<file path="src/rtl/dec_counter_pkg.sv">
// Shared types for the down-counter: FSM state encoding and decrement-path structure selectors.
// Latency: n/a (declarations only).  Backpressure: n/a.
package dec_counter_pkg;

    typedef enum logic [1:0] {
        IDLE = 2'd0,
        RUN  = 2'd1,
        DONE = 2'd2
    } state_t;

    localparam int SPEED_SERIAL     = 0;
    localparam int SPEED_BRENT_KUNG = 1;
    localparam int SPEED_SKLANSKY   = 2;

endpackage

</file>
<file path="src/rtl/dec_core.sv">
// Combinational A-1 via prefix-AND of the inverted operand; SPEED picks serial, Brent-Kung or Sklansky.
// Latency: 0 cycles.  Backpressure: none; the result saturates at zero instead of wrapping.
module dec_core
    import dec_counter_pkg::*;
#(
    parameter int WIDTH = 8,
    parameter int SPEED = SPEED_SERIAL
) (
    input  logic [WIDTH-1:0] i_a,
    output logic [WIDTH-1:0] o_z
);

    localparam int LVLS = $clog2(WIDTH);

    logic [WIDTH-1:0] w_inv;
    logic [WIDTH-1:0] w_pre;
    logic [WIDTH-1:0] w_borrow;
    logic             w_zero;

    assign w_inv = ~i_a;

    // w_pre[i] = 1 when bits i..0 of the operand are all zero, i.e. a borrow reaches bit i+1
    generate
        if (SPEED == SPEED_SKLANSKY) begin : g_sklansky
            always_comb begin
                logic [WIDTH-1:0] p;
                p = w_inv;
                for (int k = 0; k < LVLS; k++) begin
                    for (int i = 0; i < WIDTH; i++) begin
                        if (((i >> k) & 1) == 1) begin
                            p[i] = p[i] & p[((i >> k) << k) - 1];
                        end
                    end
                end
                w_pre = p;
            end
        end else if (SPEED == SPEED_BRENT_KUNG) begin : g_brent_kung
            always_comb begin
                logic [WIDTH-1:0] p;
                p = w_inv;
                for (int k = 0; k < LVLS; k++) begin
                    for (int i = 0; i < WIDTH; i++) begin
                        if (((i + 1) % (1 << (k + 1))) == 0) begin
                            p[i] = p[i] & p[i - (1 << k)];
                        end
                    end
                end
                for (int k = LVLS - 2; k >= 0; k--) begin
                    for (int i = 0; i < WIDTH; i++) begin
                        if ((i >= (1 << (k + 1))) && (((i + 1) % (1 << (k + 1))) == (1 << k))) begin
                            p[i] = p[i] & p[i - (1 << k)];
                        end
                    end
                end
                w_pre = p;
            end
        end else begin : g_serial
            always_comb begin
                logic [WIDTH-1:0] p;
                p    = w_inv;
                for (int i = 1; i < WIDTH; i++) begin
                    p[i] = p[i - 1] & w_inv[i];
                end
                w_pre = p;
            end
        end
    endgenerate

    assign w_borrow = {w_pre[WIDTH-2:0], 1'b1};
    assign w_zero   = w_pre[WIDTH-1];
    assign o_z      = w_zero ? '0 : (i_a ^ w_borrow);

endmodule

</file>
<file path="src/rtl/dec_counter.sv">
// Loadable saturating down-counter with IDLE/RUN/DONE FSM and terminal-count pulse; DEC_COUNTER_RELOAD_EN adds auto-reload.
// Latency: 1 cycle per load or decrement; cnt_o, state and tc_o are registered.  Backpressure: load_ready_o is low in RUN.
module dec_counter
    import dec_counter_pkg::*;
#(
    parameter int WIDTH = 8,
    parameter int SPEED = SPEED_SERIAL
) (
    input  logic             clk_i,
    input  logic             rst_ni,
    input  logic             load_valid_i,
    output logic             load_ready_o,
    input  logic [WIDTH-1:0] load_val_i,
    input  logic             en_i,
    input  logic             abort_i,
    input  logic             clear_i,
    input  logic [WIDTH-1:0] reload_val_i,
    input  logic             reload_i,
    output logic [WIDTH-1:0] cnt_o,
    output logic             busy_o,
    output logic             done_o,
    output logic             tc_o
);

    state_t           r_state;
    state_t           w_state_nxt;
    logic [WIDTH-1:0] r_cnt;
    logic [WIDTH-1:0] w_cnt_nxt;
    logic [WIDTH-1:0] w_dec;
    logic             r_tc;
    logic             w_tc_req;
    logic             w_load_acc;
    logic             w_term;

    dec_core #(
        .WIDTH (WIDTH),
        .SPEED (SPEED)
    ) u_dec_core (
        .i_a (r_cnt),
        .o_z (w_dec)
    );

    assign load_ready_o = (r_state != RUN);
    assign w_load_acc   = load_valid_i && load_ready_o;
    assign w_term       = (r_cnt == WIDTH'(1));

`ifndef DEC_COUNTER_RELOAD_EN
    logic w_unused;
    assign w_unused = ^{reload_i, reload_val_i};
`endif

    always_comb begin
        w_state_nxt = r_state;
        w_cnt_nxt   = r_cnt;
        w_tc_req    = 1'b0;
        case (r_state)
            IDLE, DONE: begin
                if (w_load_acc) begin
                    w_cnt_nxt = load_val_i;
                    if (load_val_i == '0) begin
                        w_state_nxt = DONE;
                        w_tc_req    = 1'b1;
                    end else begin
                        w_state_nxt = RUN;
                    end
                end else if ((r_state == DONE) && clear_i) begin
                    w_state_nxt = IDLE;
                end
            end
            RUN: begin
                if (abort_i) begin
                    w_state_nxt = IDLE;
                end else if (en_i) begin
                    if (w_term) begin
                        w_tc_req = 1'b1;
`ifdef DEC_COUNTER_RELOAD_EN
                        if (reload_i && (reload_val_i != '0)) begin
                            w_cnt_nxt = reload_val_i;
                        end else begin
                            w_cnt_nxt   = w_dec;
                            w_state_nxt = DONE;
                        end
`else
                        w_cnt_nxt   = w_dec;
                        w_state_nxt = DONE;
`endif
                    end else begin
                        w_cnt_nxt = w_dec;
                    end
                end
            end
            default: begin
                w_state_nxt = IDLE;
            end
        endcase
    end

    // A pulse requested right after another one is dropped so tc_o never stretches
    always_ff @(posedge clk_i or negedge rst_ni) begin
        if (!rst_ni) begin
            r_state <= IDLE;
            r_cnt   <= '0;
            r_tc    <= 1'b0;
        end else begin
            r_state <= w_state_nxt;
            r_cnt   <= w_cnt_nxt;
            r_tc    <= w_tc_req & ~r_tc;
        end
    end

    assign cnt_o  = r_cnt;
    assign tc_o   = r_tc;
    assign busy_o = (r_state == RUN);
    assign done_o = (r_state == DONE);

endmodule

</file>
<file path="config.mk">
export PLATFORM = sky130hd
export DESIGN_NAME = dec_counter
export DESIGN_NICKNAME = d
export VERILOG_FILES = /design/src/rtl/dec_counter_pkg.sv /design/src/rtl/dec_core.sv /design/src/rtl/dec_counter.sv
export SDC_FILE = /design/constraint.sdc
export NUM_CORES = 1
export LEC_CHECK = 0
export CORE_MARGIN = 1
export CORE_UTILIZATION = 36
export CTS_CLUSTER_SIZE = 14
export DETAILED_ROUTE_END_ITERATION = 7
export PLACE_DENSITY = 0.82
export SLEW_MARGIN = 25
export SYNTH_ARGS = -nofsm -noshare
export SYNTH_HDL_FRONTEND = slang
export SYNTH_SLANG_ARGS = --single-unit
</file>
<file path="constraint.sdc">
create_clock -name clk_i -period 2.2 [get_ports clk_i]
set_clock_uncertainty 0.2 [all_clocks]
set_input_delay 0.22 -clock clk_i [delete_from_list [all_inputs] [get_ports clk_i]]
set_output_delay 0.22 -clock clk_i [all_outputs]
set_load 0.03 [all_outputs]
</file>
==> results.md, run 1 <==
- Status: completed
- Combinational fraction of design power: between 50% and 60%
- Post-synthesis instance area: 759.5 sq um
- Critical path's slowest cell: dfrtp_2
- CTS hold repair buffers: 0
- Transition at the pin with the smallest max-transition slack: 524.4 ps
- RSZ-0062 raised after global routing: no
- Max VDD drop: 736.4 uV
- Synthesized instance count: 79
- Final RePlAce weighted congestion: 0.8663
- Final critical path time including I/O delays and setup: 2113 ps
- Io pins: 35
- Clock power share: between 10 and 15%
- Residual antenna-violating net count after detailed routing: 0
- Port Buf Inserts: 25
- Area share of fa/ha/maj cells after synthesis: under 10%
- Count of TritonRoute iterations in the first routing pass: 4
- Clock input transition at the sequential cells of the worst setup and hold paths: 80 ps
- Routed length per instance: 14.14 um
- Number of placement rows: 16
- Core Area: 1982 sq um
- TritonCTS sink count: 11
- XOR/XNOR share of the synthesized area: 0%
- Total power consumption of the routed design: 1.276 mW
- Layout filler cell count: 160
- Warnings from Yosys: 0
- # H-tree levels: 1
- Max-slew violation total from the final report: 0
- Net switching power: 567.6 uW
- Leakage: 0.4767 nW
- Maximum fanout along the worst path: 6
- Sequential group share of total power: 29.7%
- Syn avg cell area: slightly below 10 sq um
- Number of failing setup endpoints in the final timing report: 0
- Count of routing violations after the opening detailed-route iteration: 15
- Layout net count: about 140
- First-pass GRT wire length: 2.980 mm
- Number of global-route vias before repair: 638
- Category of the worst setup path capture point: register
- Cell repeated most along the worst path: ha_4
- Fraction of final layout cells sized beyond drive strength 1: 19.27%
- Setup CP Type: reg -> reg
- Headroom to the max-slew limit: around two thirds
- Post-synthesis register bit count: 11
- Area added between synthesis and finish: 49.42%
- Die Wd: 47.93 um
- Data arrival time at the worst-slack endpoint: 2060 ps
- Clock tree from TritonCTS: built
- Final routed DRC violation total: 0
- Crit path cell chain: inv_2 > ha_2 > ha_4 > ha_4 > ha_4 > ha_4 > or3b_4 > nand3b_1 > a31oi_1
- Area of the die: 2297 sq um
- Global route total overflow: 0
- Critical path launch point type: register
- Share of synthesized area occupied by flip-flops and latches: 36.24%
- GRT Util Overall: 19.44%
- Post-DP HPWL: 1.464 mm
- Worst skew pair latency: around 280 ps
- Simple-Gate Fraction of Synth Area: 29.82%
- Antenna diode instance count: 0
- Hold crit path type: in -> async
- Portion of netlist area occupied by mux cells: 0%
- Max Cap Viol: 0
- Compound-cell area share of the yosys netlist: 15.49%
- Pin count of the biggest net entering global routing: 13
- Switching Share: 44.50%
- Maximum clock path buffer count: 2
- Net count after synthesis: 108
- Total detailed-routing wirelength: approximately 1.9 mm
- Final-layout setup total negative slack: 0 ps
- Max Freq: around 470 MHz
- Largest family of logic cells by synthesized area: simple AND/OR/NAND/NOR gates
- Die extent in y: between 40 and 50 um
- Initial core utilization: 38.32%
- Slowest Stage Delay on Critical Path: 410 ps
- Number of hold violations in the final report: 0
- Total CTS buffers: 3
- Required time of the critical path: ~2100 ps
- Power per standard cell area: 1124 nW/um^2
- Cell internal pwr: around 710 uW
- Final clock period utilization by the worst path: 96.04%
- Detailed-route vias per instance: between 5 and 6
- Antenna violations before repair: 0
- Clock tree root buffer cell: clkbuf_4
- Via count: 728
- Cell variety after synth: 28
-- power by group through the flow --
| stage | Combinational, mW | Sequential [mW] | Clock [mW] |
|---|---|---|---|
| after floorplan | 0.314 | 0.505 | 0 |
| after global routing | 0.822 | 0.389 | 0.158 |
| after detailed placement | 0.726 | 0.385 | 0 |
| after CTS | 0.726 | 0.381 | 0.150 |
| final | 0.749 | 0.378 | 0.148 |
| after global placement | 0.708 | 0.377 | 0 |
-- flip-flops by register name (all words and copies together), names as in the netlist --
signal	cells
cnt_o	8
r_state	2
tc_o	1
-- cell type report --
type / instances / area [sq um] / share of cell area [%]
Inverter: 7 / 26.28 / 2.315
Clock buffer: 4 / 26.28 / 2.315
Tap cell: 27 / 33.78 / 2.977
Sequential cell: 11 / 277.8 / 24.48
Timing Repair Buffer: 31 / 296.5 / 26.13
Multi-Input combinational cell: 56 / 474.2 / 41.79
-- cell families after synthesis --
group / Yosys count
AO/OA/AOI/OAI: 16
adder cells (fa/ha/maj): 6
buffers and inverters: 12
flip-flops: 11
AND/OR/NAND/NOR: 34
-- Yosys cell counts --
master / n / area [sq um]
or2_1: 1 / 6.260
a221oi_1: 1 / 8.760
dfrtp_1: 11 / 275.3
o22ai_1: 2 / 12.51
ha_1: 6 / 75.07
a21o_1: 1 / 7.510
a211oi_1: 2 / 15.01
buf_1: 1 / 3.750
and2b_4: 1 / 10.01
buf_2: 1 / 5.000
and2b_1: 1 / 7.510
nand2b_1: 1 / 6.260
nand2_1: 7 / 26.28
nor2b_1: 1 / 6.260
a22o_1: 3 / 26.28
inv_1: 7 / 26.28
nor4bb_1: 2 / 20.02
buf_4: 1 / 7.510
nand3_1: 2 / 10.01
nand4b_1: 1 / 8.760
a31oi_1: 6 / 37.54
nor4_1: 3 / 18.77
nor3_1: 7 / 35.03
nor4bb_4: 1 / 25.02
or3b_2: 1 / 8.760
o32a_1: 1 / 10.01
nand3b_1: 5 / 37.54
buf_6: 2 / 22.52
-- routing by layer --
metal	part of all wire, %	global-route usage (%)	wire, um
met1	47	25.92	896
met2	47	30.81	899
met3	5.0	3.396	97
met4	1.6	8.333	30
met5	0	0	0
-- path summary, 6_finish.rpt --
| kind | start | endpoint | slack, ps | cells after the start |
|---|---|---|---|---|
| hold / removal | rst_ni | cnt_o[5]$_DFFE_PN0P_ | 80 | 1 |
| max in group asynchronous | rst_ni | cnt_o[1]$_DFFE_PN0P_ | 1340 | 1 |
| setup reg to reg | cnt_o[1]$_DFFE_PN0P_ | cnt_o[1]$_DFFE_PN0P_ | 90 | 9 |
| setup / recovery | cnt_o[1]$_DFFE_PN0P_ | cnt_o[1]$_DFFE_PN0P_ | 90 | 9 |
| hold reg to reg | tc_o$_DFF_PN0_ | tc_o$_DFF_PN0_ | 230 | 1 |
| min in group clk_i | tc_o$_DFF_PN0_ | tc_o$_DFF_PN0_ | 230 | 1 |
-- metrics by stage --
step                      worst slack (ps)  area [sq um]  instances  hold slack (ps)  utilization [%]
after global placement               80.79          1087        131            233.8            54.86
after floorplan                      5.140         812.0         79           -275.6                -
after CTS                            37.80          1112        135            92.67            56.12
after detailed placement             48.34          1087        131            230.6            54.86
final                                87.20          1135        136            76.34            57.26
after global routing                 27.80          1135        136            118.9            57.26
-- repair_timing --
item,4_1_cts,5_1_grt
resized for setup,1,3
setup buffers,0,1
setup endpoints to repair,1,8
pin swaps,0,1
-- critical path: cells and delay by family, from the launching register on --
kind | cells | cell delay (ps)
adders and majority gates | 5 | 690
and+or+nand+nor | 2 | 520
DFF | 1 | 410
AOI/OAI and AO/OA | 1 | 80
buffers and inverters | 1 | 60
-- placed cells by master (no fill, tap or decap), drive strengths merged, types with 2 or more instances in the layout --
| master | n |
|---|---|
| nand3 | 2 |
| a31oi | 6 |
| clkdlybuf4s50 | 23 |
| nor4 | 3 |
| nor3 | 7 |
| and2b | 2 |
| a22o | 3 |
| clkbuf | 4 |
| nand3b | 5 |
| nand2 | 7 |
| nor4bb | 3 |
| o22ai | 2 |
| ha | 6 |
| a211oi | 2 |
| inv | 7 |
| buf | 6 |
| dfrtp | 11 |
Note: power is estimated with default switching activity, not from simulation.
==> run 2: changes to the inputs <==
--- a/config.mk
+++ b/config.mk
@@ -5,7 +5,6 @@
 export SDC_FILE = /design/constraint.sdc
 export NUM_CORES = 1
 export LEC_CHECK = 0
-export CORE_MARGIN = 1
 export CORE_UTILIZATION = 36
 export CTS_CLUSTER_SIZE = 14
 export DETAILED_ROUTE_END_ITERATION = 7
==> results of run 2 <==
The final DEF is identical to that of run 1; final timing and power are the same.
==> run 3: changes to the inputs <==
--- a/config.mk
+++ b/config.mk
@@ -5,10 +5,12 @@
 export SDC_FILE = /design/constraint.sdc
 export NUM_CORES = 1
 export LEC_CHECK = 0
+export CORE_MARGIN = 3
 export CORE_UTILIZATION = 36
 export CTS_CLUSTER_SIZE = 14
 export DETAILED_ROUTE_END_ITERATION = 7
 export PLACE_DENSITY = 0.82
+export SKIP_LAST_GASP = 1
 export SLEW_MARGIN = 25
 export SYNTH_ARGS = -nofsm -noshare
 export SYNTH_HDL_FRONTEND = slang
==> run 3 against run 2 <==
Against the previous run: die area up 17%; cell area up 0.88%; clock-buffer cell count unchanged; final cell count down 2.2%; sequential power about the same; power up 2.0%; via count up 2.1%; clock power down 4%; critical endpoint unchanged; largest cell class unchanged; highest routed layer unchanged.
==> results.md, run 3 (synthesized netlist as in run 1, its figures left out) <==
- Status: completed
- Area of the die: 2697 sq um (+17%)
- Max VDD drop: 801.1 uV (+8.8%)
- Layout net count: 138 (-0.72%)
- Final clock period utilization by the worst path: 97.20% (+1.2 points)
- Max Freq: 467.7 MHz (-1.2%)
- Layout filler cell count: 160 (unchanged)
- Worst slack on hold paths: 87.93 ps (+11.58 ps)
- Antenna violations before repair: 0 (unchanged)
- Max Cap Viol: 0 (unchanged)
- Detailed-route vias per instance: 5.586 (+4.4%)
- Number of placement rows: 15 (-1)
- Via count: 743 (+2.1%)
- Destination of the worst register-to-register timing path: cnt_o[1]$_DFFE_PN0P_
- Worst skew pair latency: 270 ps (about the same)
- Pin count of the biggest net entering global routing: 13 (unchanged)
- Clock input transition at the sequential cells of the worst setup and hold paths: 70 ps (about the same)
- RSZ-0062 raised after global routing: yes
- Port Buf Inserts: 25 (unchanged)
- Final RePlAce weighted congestion: 0.8632 (-0.36%)
- Count of routing violations after the opening detailed-route iteration: 17 (+2)
- Die extent in y: 51.93 um (+8.3%)
- Number of global-route vias before repair: 763 (+20%)
- Residual antenna-violating net count after detailed routing: 0 (unchanged)
- Commonest non-fill, non-tap cell in the layout: clkdlybuf4s50_1
- Clock tree from TritonCTS: built
- Worst-case register-to-register setup slack: 60 ps (-30 ps)
- Total power consumption of the routed design: 1.301 mW (+2.0%)
- CTS hold repair buffers: 0 (unchanged)
- Data arrival time at the worst-slack endpoint: 2070 ps (about the same)
- Max-slew violation total from the final report: 0 (unchanged)
- Number of hold violations in the final report: 0 (unchanged)
- Routed length per instance: 15.59 um (+10%)
- Post-DP HPWL: 1.550 mm (+5.9%)
- Global route total overflow: 0 (unchanged)
- Headroom to the max-slew limit: 65.64% (+0.71 points)
- Final WS setup: 61.68 ps (-25.52 ps)
- Maximum clock path buffer count: 2 (unchanged)
- Post-DP Area: 1077 sq um (-0.92%)
- R2R Path Start: cnt_o[1]$_DFFE_PN0P_
- Total CTS buffers: 3 (unchanged)
- Number of failing setup endpoints in the final timing report: 0 (unchanged)
- Worst setup slack before clock tree synthesis: 12.14 ps (-36.19 ps)
- Destination of the critical timing path: cnt_o[1]$_DFFE_PN0P_
- First-pass GRT wire length: 3.318 mm (+11%)
- Core Area: 1858 sq um (-6.3%)
- Io pins: 35 (unchanged)
- Leakage: 0.4836 nW (+1.4%)
- Clock tree root buffer cell: clkbuf_4
- Fraction of final layout cells sized beyond drive strength 1: 19.44% (+0.18 points)
- Cell depth of the worst flop-to-flop path: 9 (unchanged)
- Power per standard cell area: 1136 nW/um^2 (+1.1%)
- Max reg flops: 8 (unchanged)
- Initial core utilization: 40.88% (+2.6 points)
- Count of TritonRoute iterations in the first routing pass: 4 (unchanged)
- Antenna diode instance count: 0 (unchanged)
- Critical path startpoint: cnt_o[1]$_DFFE_PN0P_
- Total detailed-routing wirelength: 2.074 mm (+7.9%)
- Setup CP Type: reg -> reg
- Category of the worst setup path capture point: register
- Final critical path time including I/O delays and setup: 2138 ps (+25.52 ps)
- Most used cells in the layout excluding fill and tap cells: clkdlybuf4s50_1, dfrtp_1, nor3_1, nand2_1
- Final routed DRC violation total: 0 (unchanged)
- Hold crit path type: in -> async
- Die Wd: 51.93 um (+8.3%)
- Critical path launch point type: register
- GRT Util Overall: 16.30% (-3.1 points)
- Transition at the pin with the smallest max-transition slack: 513.8 ps (-10.63 ps)
- Area of all placed cells without fillers: 1145 sq um (+0.88%)
- Required time of the critical path: 2130 ps (about the same)
- Maximum fanout along the worst path: 6 (unchanged)
- # H-tree levels: 1 (unchanged)
- TritonCTS sink count: 11 (unchanged)
- Final-layout setup total negative slack: 0 ps (unchanged)
- Area added between synthesis and finish: 50.74%
## run 3: what timing repair did
item / CTS / global route
endpoints found under the setup margin: 1 / 9
gates cloned: 0 / 0
gates resized for setup: 0 / 6
setup buffers: 1 / 0
hold endpoints to repair: 0 / 0
pin swaps: 0 / 2
## run 3: metal layers
metal,global-route usage [%],up-vias,wire length [um],share of wire (%)
met4,6.114,0,22,1.1
met2,26.78,34,1000,48
met1,20.71,354,888,43
met5,0,-,0,0
met3,3.438,4,163,7.9
li1,-,351,-,-
## run 3: where the power goes
group	switching, mW	internal, mW	total [mW]
Combinational	0.416	0.364	0.780
Clock	0.0719	0.0701	0.142
Sequential	0.0969	0.282	0.379
Total	0.585	0.716	1.30
## run 3: how the worst min path moves through the flow
stage | startpoint | endpoint | depth (start not counted)
6_report | rst_ni | cnt_o[7]$_DFFE_PN0P_ | 1
5_1_grt | rst_ni | cnt_o[6]$_DFFE_PN0P_ | 1
4_1_cts | rst_ni | cnt_o[7]$_DFFE_PN0P_ | 1
3_5_place_dp | tc_o$_DFF_PN0_ | tc_o$_DFF_PN0_ | 1
3_3_place_gp | tc_o$_DFF_PN0_ | tc_o$_DFF_PN0_ | 1
2_1_floorplan | rst_ni | cnt_o[0]$_DFFE_PN0P_ | 0
## run 3: area by class of cell
cell class | instances | area, sq um | area share (%)
multi-input cells | 56 | 490.5 | 42.84
flip-flops and latches | 11 | 277.8 | 24.26
well taps | 25 | 31.28 | 2.732
inverters | 7 | 26.28 | 2.295
clock buffers | 4 | 26.28 | 2.295
repair buffers | 30 | 292.8 | 25.57
## run 3: worst max-delay path: stages, from the launching register on
cell and delay [ps]:
dfrtp_2 430, inv_2 80, ha_4 140, ha_4 130
ha_4 120, ha_4 120, ha_4 130, or3b_4 420
nand3b_1 130, a31oi_2 100
## run 3: per-stage QoR
step / util, % / cells
2_1_floorplan: - / 79
3_3_place_gp: 57.98 / 128
3_5_place_dp: 57.98 / 128
4_1_cts: 59.80 / 133
5_1_grt: 61.62 / 133
6_report: 61.62 / 133
